**config.mk**
```make
export PLATFORM = sky130hd
export DESIGN_NAME = uart_frame_tx
export DESIGN_NICKNAME = d
export VERILOG_FILES = /design/src/rtl/uart_frame_tx.sv
export SDC_FILE = /design/constraint.sdc
export NUM_CORES = 1
export LEC_CHECK = 0
export BUFFER_PORTS_ARGS = -buffer_cell sky130_fd_sc_hd__buf_2
export CORE_UTILIZATION = 62
export CTS_BUF_LIST = sky130_fd_sc_hd__clkbuf_8
export DETAILED_ROUTE_END_ITERATION = 8
export GPL_TIMING_DRIVEN = 0
export PLACE_DENSITY = 0.81
export SYNTH_ARGS = -nofsm -noshare
export SYNTH_HDL_FRONTEND = slang
export SYNTH_SLANG_ARGS = --single-unit
```
**constraint.sdc**
```tcl
create_clock -name clock -period 2.9 [get_ports clock]
set_input_delay 0.29 -clock clock [delete_from_list [all_inputs] [get_ports clock]]
set_output_delay 0.29 -clock clock [all_outputs]
set_load 0.1 [all_outputs]
```
**src/rtl/uart_frame_tx.sv**
```systemverilog
// uart_frame_tx
//   Buffered asynchronous serial transmitter. Producers push words into a
//   small FIFO over a valid/ready handshake. Each word is sent as a frame
//   made of a start bit, the data bits LSB first, an optional parity bit
//   and one or two stop bits. Every bit is held for CLKS_PER_BIT clocks.
//   While words remain queued, frames follow each other with no idle gap.
//
// Ports
//   clock       in   system clock, rising edge
//   reset       in   asynchronous, active-high; line goes idle (high) at once
//   in_data     in   word to transmit (DATA_BITS wide)
//   in_valid    in   in_data is valid
//   in_ready    out  FIFO can accept a word this cycle
//   serial_out  out  serial line, idles high
//   busy        out  a frame is in progress
//   fifo_count  out  number of words currently buffered
module uart_frame_tx #(
    parameter int DATA_BITS    = 8,
    parameter int FIFO_DEPTH   = 4,
    parameter int CLKS_PER_BIT = 16,
    parameter int PARITY       = 0,
    parameter int STOP_BITS    = 1
) (
    input  logic                          clock,
    input  logic                          reset,
    input  logic [DATA_BITS-1:0]          in_data,
    input  logic                          in_valid,
    output logic                          in_ready,
    output logic                          serial_out,
    output logic                          busy,
    output logic [$clog2(FIFO_DEPTH):0]   fifo_count
);

    localparam int AW        = $clog2(FIFO_DEPTH);
    localparam int CW        = AW + 1;
    localparam int STOP_CLKS = STOP_BITS * CLKS_PER_BIT;
    // The bit timer also spans the whole stop period, so size it for that.
    localparam int TW        = (STOP_CLKS > 1) ? $clog2(STOP_CLKS) : 1;
    localparam int BW        = $clog2(DATA_BITS);

    localparam logic [TW-1:0] BIT_LAST  = TW'(CLKS_PER_BIT - 1);
    localparam logic [TW-1:0] STOP_LAST = TW'(STOP_CLKS - 1);
    localparam logic [BW-1:0] IDX_LAST  = BW'(DATA_BITS - 1);
    localparam logic [CW-1:0] DEPTH_C   = CW'(FIFO_DEPTH);

    typedef enum logic [2:0] {
        S_IDLE,
        S_START,
        S_DATA,
        S_PARITY,
        S_STOP
    } state_t;

    // ------------------------------------------------------------------
    // Input FIFO
    // ------------------------------------------------------------------
    logic [DATA_BITS-1:0] r_mem [FIFO_DEPTH];
    logic [AW-1:0]        r_wr_ptr;
    logic [AW-1:0]        r_rd_ptr;
    logic [CW-1:0]        r_count;

    logic                 w_push;
    logic                 w_pop;
    logic                 w_nonempty;
    logic [DATA_BITS-1:0] w_head;

    assign in_ready   = (r_count < DEPTH_C);
    // in_ready already excludes the full case, so a pop on the same edge
    // never makes room for a push that was refused.
    assign w_push     = in_valid && in_ready;
    assign w_nonempty = (r_count != '0);
    assign w_head     = r_mem[r_rd_ptr];

    // Storage carries no reset; stale entries are never read because the
    // count is cleared.
    always_ff @(posedge clock) begin
        if (w_push) begin
            r_mem[r_wr_ptr] <= in_data;
        end
    end

    always_ff @(posedge clock or posedge reset) begin
        if (reset) begin
            r_wr_ptr <= '0;
            r_rd_ptr <= '0;
            r_count  <= '0;
        end else begin
            if (w_push) begin
                r_wr_ptr <= r_wr_ptr + 1'b1;
            end
            if (w_pop) begin
                r_rd_ptr <= r_rd_ptr + 1'b1;
            end
            case ({w_push, w_pop})
                2'b10:   r_count <= r_count + 1'b1;
                2'b01:   r_count <= r_count - 1'b1;
                default: r_count <= r_count;
            endcase
        end
    end

    // ------------------------------------------------------------------
    // Frame state machine
    // ------------------------------------------------------------------
    state_t               r_state;
    logic [TW-1:0]        r_timer;
    logic [BW-1:0]        r_bit_idx;
    logic [DATA_BITS-1:0] r_shift;
    logic                 r_parity;
    logic                 r_serial;
    logic                 r_busy;

    state_t               w_state_next;
    logic [TW-1:0]        w_timer_next;
    logic [BW-1:0]        w_bit_idx_next;
    logic [DATA_BITS-1:0] w_shift_next;
    logic                 w_parity_next;
    logic                 w_serial_next;
    logic                 w_busy_next;
    logic                 w_load;
    logic                 w_bit_done;
    logic                 w_stop_done;

    assign w_bit_done  = (r_timer == BIT_LAST);
    assign w_stop_done = (r_timer == STOP_LAST);

    always_ff @(posedge clock or posedge reset) begin
        if (reset) begin
            r_state   <= S_IDLE;
            r_timer   <= '0;
            r_bit_idx <= '0;
            r_shift   <= '0;
            r_parity  <= 1'b0;
            r_serial  <= 1'b1;
            r_busy    <= 1'b0;
        end else begin
            r_state   <= w_state_next;
            r_timer   <= w_timer_next;
            r_bit_idx <= w_bit_idx_next;
            r_shift   <= w_shift_next;
            r_parity  <= w_parity_next;
            r_serial  <= w_serial_next;
            r_busy    <= w_busy_next;
        end
    end

    always_comb begin
        w_state_next   = r_state;
        w_timer_next   = r_timer;
        w_bit_idx_next = r_bit_idx;
        w_shift_next   = r_shift;
        w_parity_next  = r_parity;
        w_serial_next  = r_serial;
        w_busy_next    = r_busy;
        w_load         = 1'b0;
        w_pop          = 1'b0;

        case (r_state)
            S_IDLE: begin
                w_serial_next = 1'b1;
                w_busy_next   = 1'b0;
                if (w_nonempty) begin
                    w_load = 1'b1;
                end
            end
            S_START: begin
                if (w_bit_done) begin
                    // The shift register always presents the next data bit
                    // at position 0; shifting as each bit goes out.
                    w_timer_next   = '0;
                    w_state_next   = S_DATA;
                    w_bit_idx_next = '0;
                    w_serial_next  = r_shift[0];
                    w_shift_next   = r_shift >> 1;
                end else begin
                    w_timer_next = r_timer + 1'b1;
                end
            end
            S_DATA: begin
                if (w_bit_done) begin
                    w_timer_next = '0;
                    if (r_bit_idx == IDX_LAST) begin
                        if (PARITY != 0) begin
                            w_state_next  = S_PARITY;
                            w_serial_next = r_parity;
                        end else begin
                            w_state_next  = S_STOP;
                            w_serial_next = 1'b1;
                        end
                    end else begin
                        w_bit_idx_next = r_bit_idx + 1'b1;
                        w_serial_next  = r_shift[0];
                        w_shift_next   = r_shift >> 1;
                    end
                end else begin
                    w_timer_next = r_timer + 1'b1;
                end
            end
            S_PARITY: begin
                if (w_bit_done) begin
                    w_timer_next  = '0;
                    w_state_next  = S_STOP;
                    w_serial_next = 1'b1;
                end else begin
                    w_timer_next = r_timer + 1'b1;
                end
            end
            S_STOP: begin
                // The timer runs across all stop bits as a single period.
                if (w_stop_done) begin
                    if (w_nonempty) begin
                        w_load = 1'b1;
                    end else begin
                        w_state_next  = S_IDLE;
                        w_busy_next   = 1'b0;
                        w_serial_next = 1'b1;
                        w_timer_next  = '0;
                    end
                end else begin
                    w_timer_next = r_timer + 1'b1;
                end
            end
            default: begin
                w_state_next  = S_IDLE;
                w_serial_next = 1'b1;
                w_busy_next   = 1'b0;
            end
        endcase

        // Common frame start, used both from idle and straight out of the
        // stop period so that consecutive frames have no gap.
        if (w_load) begin
            w_pop         = 1'b1;
            w_shift_next  = w_head;
            w_parity_next = (PARITY == 2) ? ~(^w_head) : (^w_head);
            w_serial_next = 1'b0;
            w_timer_next  = '0;
            w_busy_next   = 1'b1;
            w_state_next  = S_START;
        end
    end

    assign serial_out = r_serial;
    assign busy       = r_busy;
    assign fifo_count = r_count;

endmodule

```
; Word level (Yosys, flattened, before mapping)
; Memories as Yosys holds them, arrays and structs flattened.
; Index checks and enable logic that the tools add are counted.
[word_totals]
ff_bits = 27
latchBits = 0
mem_bits_rw = 32
rom_bits = 0
inputBits = 11
output_inout_bits = 6
wordCells = 93
n_memories = 1
[memory_table]
columns = name, words, word_bits, rd, rd_ports_with_merged_regs, wr, line_no
row1 = r_mem, 4, 8, 1, 0, 1, 57  ; logic [DATA_BITS-1:0] r_mem [FIFO_DEPTH];
[op_classes]
add_sub_neg = 6
multipliers = 0
div_mod_pow = 0
order_cmp = 1
n_eq_ne = 21
n_shift = 0
mux = 41
bitwise_logic = 0
reduce_logical = 14
[op_table]
columns = op, n
row1 = two-way mux 8 bit, 4
row2 = two-way mux 3 bit, 10
row3 = inequality test 3 bit (second input constant), 7
row4 = two-way mux 4 bit, 4
row5 = one-hot mux 8 bit (2 select lines), 1
row6 = two-way mux 1 bit, 15
row7 = one-hot mux 3 bit (5 select lines), 1
row8 = one-hot mux 3 bit (2 select lines), 2
row9 = nonzero test 3 bit, 3
row10 = inequality test 2 bit (second input constant), 4
row11 = one-hot mux 4 bit (2 select lines), 1
row12 = AND reduction 4 bit, 2
row13 = AND reduction 7 bit, 1
row14 = adder 3 x 1 -> 3 bit (second input constant), 2
row15 = == test 3 x 2 -> 1 bit (second input constant), 2
row16 = == test 3 bit (second input constant), 2
row17 = AND reduction 5 bit, 1
row18 = adder 2 x 1 -> 2 bit (second input constant), 2
row19 = adder 4 x 1 -> 4 bit (second input constant), 1
row20 = == test 4 bit (second input constant), 1
row21 = inequality test 4 bit (second input constant), 1
row22 = one-hot mux 1 bit (2 select lines), 2
row23 = one-hot mux 1 bit (4 select lines), 1
row24 = nonzero test 2 bit, 2
row25 = 11 further kinds, 11

; Longest topological paths before layout
; Gate-level depths: netlist of run 1.
[depth]
depth_word = 7
depth_mapped = 10
depth_no_buf = 10

; Least setup slack after synthesis of run 1
; No wires, ideal clock.
[synth_timing]
path_type = register -> register
startpoint = reg r_count[2] (netlist: fifo_count[2])
endpoint = reg r_count[2] (netlist: fifo_count[2])
setup_ps = 156
t_arrival_ps = 2348
required_time_ps = 2744
slack_ps = 396
path_stages_with_launch = 10
n_path_buf = 0
period_less_slack_ps = 2504
cell_sequence = dfrtp_1 -> or3_1 -> o211ai_1 -> inv_2 -> ha_1 -> inv_1 -> fa_1 -> xor2_1 -> nor2_1 -> xnor2_1
[synth_between]
elab_chain_len = 7
elab_cells_between_ends = 13
cone_classes = 2 x add/sub / 1 x order compare / 2 x eq/ne / 5 x mux / 3 x reduce/logical
[synth_lines]
columns = item, line_no
row1 = from (decl), 60  ; logic [CW-1:0] r_count;
row2 = from (signal assigned), 95  ; 2'b10: r_count <= r_count + 1'b1;
row3 = from (signal assigned), 96  ; 2'b01: r_count <= r_count - 1'b1;
row4 = from (signal assigned), 97  ; default: r_count <= r_count;
row5 = nonzero test 3 bit, 71  ; assign w_nonempty = (r_count != '0);
row6 = two-way mux 1 bit, "162, 211"
row7 = two-way mux 1 bit, 210  ; if (w_stop_done) begin
row8 = one-hot mux 1 bit (2 select lines), 158  ; case (r_state)
row9 = two-way mux 1 bit, 232  ; if (w_load) begin
row10 = == test 2 x 1 -> 1 bit or == test 2 bit (tied branches), 94  ; case ({w_push, w_pop})
row11 = one-hot mux 3 bit (2 select lines) or nonzero test 2 bit (tied branches), --
; Parallel ways exist; a longest one is shown, timed or not.
; A chain may end at the register's enable or synchronous reset.

; Worst setup path in the final report of run 1
[layout_timing]
startpoint = reg r_timer[0]
endpoint = reg r_count[2] (netlist: fifo_count[2])
[layout_between]
elab_chain_len = 6
elab_cells_between_ends = 8
cone_classes = 3 x eq/ne / 4 x mux / 1 x reduce/logical
[layout_lines]
columns = item, line_no
row1 = from (decl), 106  ; logic [TW-1:0] r_timer;
row2 = from (signal assigned), 138  ; r_timer <= w_timer_next;
row3 = == test 4 bit *, 125  ; assign w_stop_done = (r_timer == STOP_LAST);
row4 = two-way mux 1 bit *, 210
row5 = one-hot mux 1 bit (2 select lines) *, 158
row6 = two-way mux 1 bit *, 232
row7 = == test 2 x 1 -> 1 bit or == test 2 bit (tied branches), 94
row8 = one-hot mux 3 bit (2 select lines) or nonzero test 2 bit (tied branches), --
; Every way passes the cells marked *; elsewhere a longest branch is shown, timed or not.

==> results of run 1 <==
==> report_power, final <==
group          internal, W  switching [W]  leakage (nW)
Clock             0.000393       0.000324        0.0950
Combinational     0.000417       0.000752         0.444
Sequential         0.00112       0.000139         0.612
==> state kept, by name, summed over array words and instances, names as in the netlist <==
name	count
r_wr_ptr	2
fifo_count	3
r_bit_idx	3
r_state	3
r_shift	8
serial_out	1
r_rd_ptr	2
r_mem	32
busy	1
r_timer	4
==> layout make-up <==
type	instances	area (sq um)	share of cell area, %
buffer	7	36.3	1.26
clock buffer	9	124	4.30
clock inverter	7	68.8	2.39
inverter	10	37.5	1.30
multi-input combinational	103	840	29.1
sequential	59	1640	56.8
tap	48	60.1	2.08
timing repair buffer	16	80.1	2.78
==> critical path, stage by stage, from the launching register on <==
cell and delay (ps):
dfrtp_1 430, ha_1 270, and3_1 300, o211ai_1 140, inv_2 170, ha_1 210
inv_1 60, fa_1 380, xor2_1 150, nor2_1 110, xnor2_1 130
==> metal layers <==
metal	track usage [%]	up-vias	share of wire [%]
li1	-	716	-
met1	28.7	754	44
met4	11.4	0	2.1
met2	37.1	48	50
met3	7.41	10	4.5
met5	0	-	0
==> cells by family after synthesis <==
family          Yosys count
compound gates           38
xor+xnor                  6
fa+ha+maj                 9
buf+inv                  17
flops                    59
mux                       9
simple gates             41
==> path summary, 6_finish.rpt <==
path / from / end / slack [ps] / cells after the start
worst max-delay path: r_timer[0] / fifo_count[2] / 480 / 10
worst min-delay path: in_data[1] / r_mem[3][1] / 170 / 1
worst max register to register: r_timer[0] / fifo_count[2] / 480 / 10
worst min register to register: busy / busy / 490 / 1
max in group asynchronous: reset / r_rd_ptr[1] / 2090 / 2
min in group asynchronous: reset / r_wr_ptr[1] / 200 / 2
==> synthesized netlist by cell type, types with 2 or more instances <==
cell type / number / area share (%)
a21o_1: 2 / 0.59
a21oi_1: 2 / 0.39
a22o_1: 3 / 1.0
a22oi_1: 2 / 0.59
and2_1: 4 / 0.98
buf_2: 2 / 0.39
buf_4: 2 / 0.59
clkbuf_1: 3 / 0.44
dfrtp_1: 26 / 26
edfxtp_1: 32 / 38
ha_1: 8 / 3.9
inv_1: 9 / 1.3
mux4_2: 8 / 7.1
nand2_1: 12 / 1.8
nand3_1: 4 / 0.78
nor2_1: 8 / 1.2
nor2b_1: 4 / 0.98
o21a_1: 8 / 2.4
o21ai_0: 6 / 1.2
o21ai_1: 4 / 0.78
o22a_1: 7 / 2.4
or3_1: 2 / 0.49
xnor2_1: 5 / 1.7
==> metrics by stage <==
step / std cells / hold slack [ps]
4_1_cts: 259 / 168
5_1_grt: 259 / 157
2_1_floorplan: 179 / 342
6_report: 259 / 173
3_3_place_gp: 243 / 460
3_5_place_dp: 243 / 462
==> flow_summary.ini, run 1 <==
[placed_design]
placed_area_sq_um = 2690
io_buffers = 16
hpwl_um = 3010
place_ws_ps = 508
gp_congestion = 0.802

[finish]
layout.core_utilization_pct = 75.9
area_growth_pct = 13.0
final_common_cell = edfxtp_1
final_net_count = 226
final.fill_count = 235
layout_common_cells = 32 x edfxtp_1, 26 x dfrtp_1, 18 x buf_2
fin_area_sq_um = 2880
drive_gt1_share_pct = 22.7
diodes = 0

[timing]
timing.final.ws_setup_ps = 477
rsz0062_at_grt = false
fin_crit_sh_pct = 83.6
drv_slew = 0
setup_viol = 0
worst_pin_slew_ps = 1000
skew_ps = 9.42
fmax_mhz = 413
maxSlewHeadroom_pct = 33.1
min_period_ps = 2420
hold_viol = 0
finalSetupTns_ps = 0

[grt]
grt_pass1_vias = 1586
antenna_found_initial = 0
overflow = 0
grt_max_degree = 28
grt_pass1_wl_um = 7120
gr-usage-all-layers_pct = 23.3

[yosys]
syn_inst = 179
synth-edff-count = 32
synth_xor_area_share_pct = 2.06
yosys.area_share.adder_pct = 4.71
synth_top_family_by_area = compound AO/OA/AOI/OAI gates
synthArstFlopShare_pct = 45.8
muxShareOfSynthArea_pct = 7.45
synth-simple-area-share_pct = 7.90
synth_flop_cell = edfxtp_1
yosysUniqueCellTypes = 39
synth_compound_area_share_pct = 10.8
postSynthNetCount = 199
yosysWarnings = 0
synth_seq_area_share_pct = 64.2
syn_avg_cell_area_sq_um = 14.3
syn_area_sq_um = 2550
postSynthRegisterBits = 59

[drt]
dr.first_iter.drc_count = 145
vias = 1528
viasPerCell = 5.90
routed_wl_um = 4350
first_pass_iters = 4
ant_nets = 0
wl_per_cell_um = 16.8
drc_errors = 0

[floorplan]
rows = 22
die_w_um = 66.1
dieArea_sq_um = 4380
core_area_sq_um = 3800
die-height_um = 66.1
ioPinCount = 17
start_util_pct = 67.2

[run_status]
run_status = finished clean

[worst_hold_path]
hold_class = in -> reg

[clocking]
cts.sinks = 59
cts_max_level = 3
cts_resized = 0
cts_buffers = 9
path_clk_slew_ps = 70
cts_tree = built
postCtsSetupBuffers = 0
clock_latency_ps = 330
root_buffer = clkbuf_8
cts_buffer_depth = 2
cts_hold_buffers = 0

[power_and_ir_drop]
power_w = 0.00314
vdd_drop_max_uv = 676
power.static_leakage_nw = 1.15
power_density_nw_per_um2 = 1090

[run]
drv_cap = 0

[worst_setup_path]
crit_type = reg -> reg
crit_fanout = 7
cp_data_required_time_ps = 3140
crit_path_end_kind = flip-flop
critPathLaunchType = flip-flop
arrival_ps = 2670
No activity file was read; power rests on OpenSTA's default activity.
==> inputs of run 2 (changes only) <==
- clock period: 2.9 -> 2.51 ns (I/O delays scaled with it)
==> run 2 against run 1 <==
- clock skew grew 0.69 ps
- hold slack got worse by 36 ps
- register-to-register slack got worse by 320 ps
- worst setup slack lost 320 ps
- die area is the same
- non-clock buffer count did not move
- routed wire length fell by 0.46%
==> flow_summary.ini, run 2 (same netlist as run 1, synthesis figures left out) <==
[run_status]
run_status = finished clean

[floorplan]
rows = 22
die_w_um = 66.1
start_util_pct = 67.2
dieArea_sq_um = 4380
ioPinCount = 17
core_area_sq_um = 3800
die-height_um = 66.1

[clocking]
clock_latency_ps = 320
cts_buffers = 9
path_clk_slew_ps = 70
cts.sinks = 59
cts_max_level = 3
cts_tree = built
root_buffer = clkbuf_8
cts_buffer_depth = 2

[timing]
min_period_ps = 2350
rsz0062_at_grt = false
fin_crit_sh_pct = 93.6
drv_slew = 0
timing.final.ws_setup_ps = 161
skew_ps = 10.1
fmax_mhz = 426
finalSetupTns_ps = 0
worst_pin_slew_ps = 1000
setup_viol = 0
maxSlewHeadroom_pct = 33.2
hold_viol = 0

[drt]
viasPerCell = 5.90
vias = 1528
routed_wl_um = 4330
drc_errors = 0
wl_met3_um = 193
wl_per_cell_um = 16.7
dr.first_iter.drc_count = 135
met1_length_um = 1880
highest_layer = met4
ant_nets = 0
wl_met2_um = 2160
first_pass_iters = 4

[worst_setup_path]
reg2reg_slack_ps = 160
crit_type = reg -> reg
crit_fanout = 7
crit_path_end_kind = flip-flop
cp-startpoint = r_timer[0]
reg2regPathDepth = 10
critPathLaunchType = flip-flop
cp_data_required_time_ps = 2750
regToRegStartpoint = r_timer[0]
worstSetupEndpoint = fifo_count[2]
arrival_ps = 2590
r2r-end = fifo_count[2]

[placed_design]
place_ws_ps = 118
gp_congestion = 0.802
hpwl_um = 3010
io_buffers = 16

[finish]
drive_gt1_share_pct = 23.7
largest_register_ff_count = 32
layout_common_cells = 32 x edfxtp_1, 26 x dfrtp_1, 18 x buf_2
final_net_count = 226
reg_top3 = r_mem x32, r_shift x8, r_timer x4
final_common_cell = edfxtp_1
area_growth_pct = 13.2
regMostFlops = r_mem
diodes = 0

[grt]
grt_pass1_wl_um = 7120
grt_max_degree = 28
antenna_found_initial = 0
grt_pass1_vias = 1586
overflow = 0
gr-usage-all-layers_pct = 23.3

[power_and_ir_drop]
power_density_nw_per_um2 = 1260
vdd_drop_max_uv = 780
power.static_leakage_nw = 1.15

[run]
drv_cap = 0

[worst_hold_path]
hp-start = in_data[1]
hold_class = in -> reg
## run 2: cell count changes in the layout (fill, tap and decap cells not counted)
| cell | before | now |
|---|---|---|
| ha_2 | 0 | 1 |
| and3_2 | 0 | 1 |
| and3_1 | 1 | 0 |
| ha_1 | 8 | 7 |
## run 2: how the worst min path moves through the flow
stage                              to  slack [ps]  depth (start not counted)
final                     r_mem[3][1]         140                          1
after global routing      r_mem[3][5]         120                          1
after CTS                 r_mem[3][1]         130                          1
after detailed placement         busy         460                          1
after global placement    r_mem[0][1]         460                          1
after floorplan                  busy         300                          1
## run 2: per-layer routing
metal	vias to the layer above	GRT usage (%)
li1	712	-
met1	752	28.7
met5	-	0
met4	0	11.4
met3	10	7.41
met2	54	37.1
## run 2: layout make-up
class	count	area (sq um)
Fill cell	233	911
Buffer	7	36.3
Inverter	10	37.5
Sequential cell	59	1640
Clock buffer	9	124
Timing Repair Buffer	16	80.1
Clock inverter	7	68.8
Tap cell	48	60.1
Multi-Input combinational cell	103	843
## run 2: metrics by stage
step | std cells | hold WS (ps) | instance area [sq um] | total power (W) | utilization, %
3_5_place_dp | 243 | 462 | 2690 | 0.00282 | 70.8
2_1_floorplan | 179 | 303 | 2550 | 0.00253 | -
4_1_cts | 259 | 129 | 2880 | 0.00365 | 75.9
5_1_grt | 259 | 118 | 2890 | 0.00381 | 76.0
3_3_place_gp | 243 | 459 | 2690 | 0.00273 | 70.8
6_report | 259 | 138 | 2890 | 0.00363 | 76.0
## run 2: what timing repair did
item | in CTS | in global routing
hold buffers | 0 | 0
resized for setup | 0 | 2
setup endpoints to repair | 0 | 1
setup buffers | 0 | 0
## run 2: worst max-delay path, stage by stage, from the launching register on
cell and delay (ps):
dfrtp_1 430, ha_2 250, and3_2 260, o211ai_1 120, inv_2 170, ha_1 200
inv_1 60, fa_1 380, xor2_1 150, nor2_1 110, xnor2_1 130
## run 2: where the power goes
part | total [W] | internal, W | switching (W)
Clock | 0.000825 | 0.000454 | 0.000371
Combinational | 0.00135 | 0.000485 | 0.000870
Sequential | 0.00145 | 0.00129 | 0.000161
Total | 0.00363 | 0.00223 | 0.00140
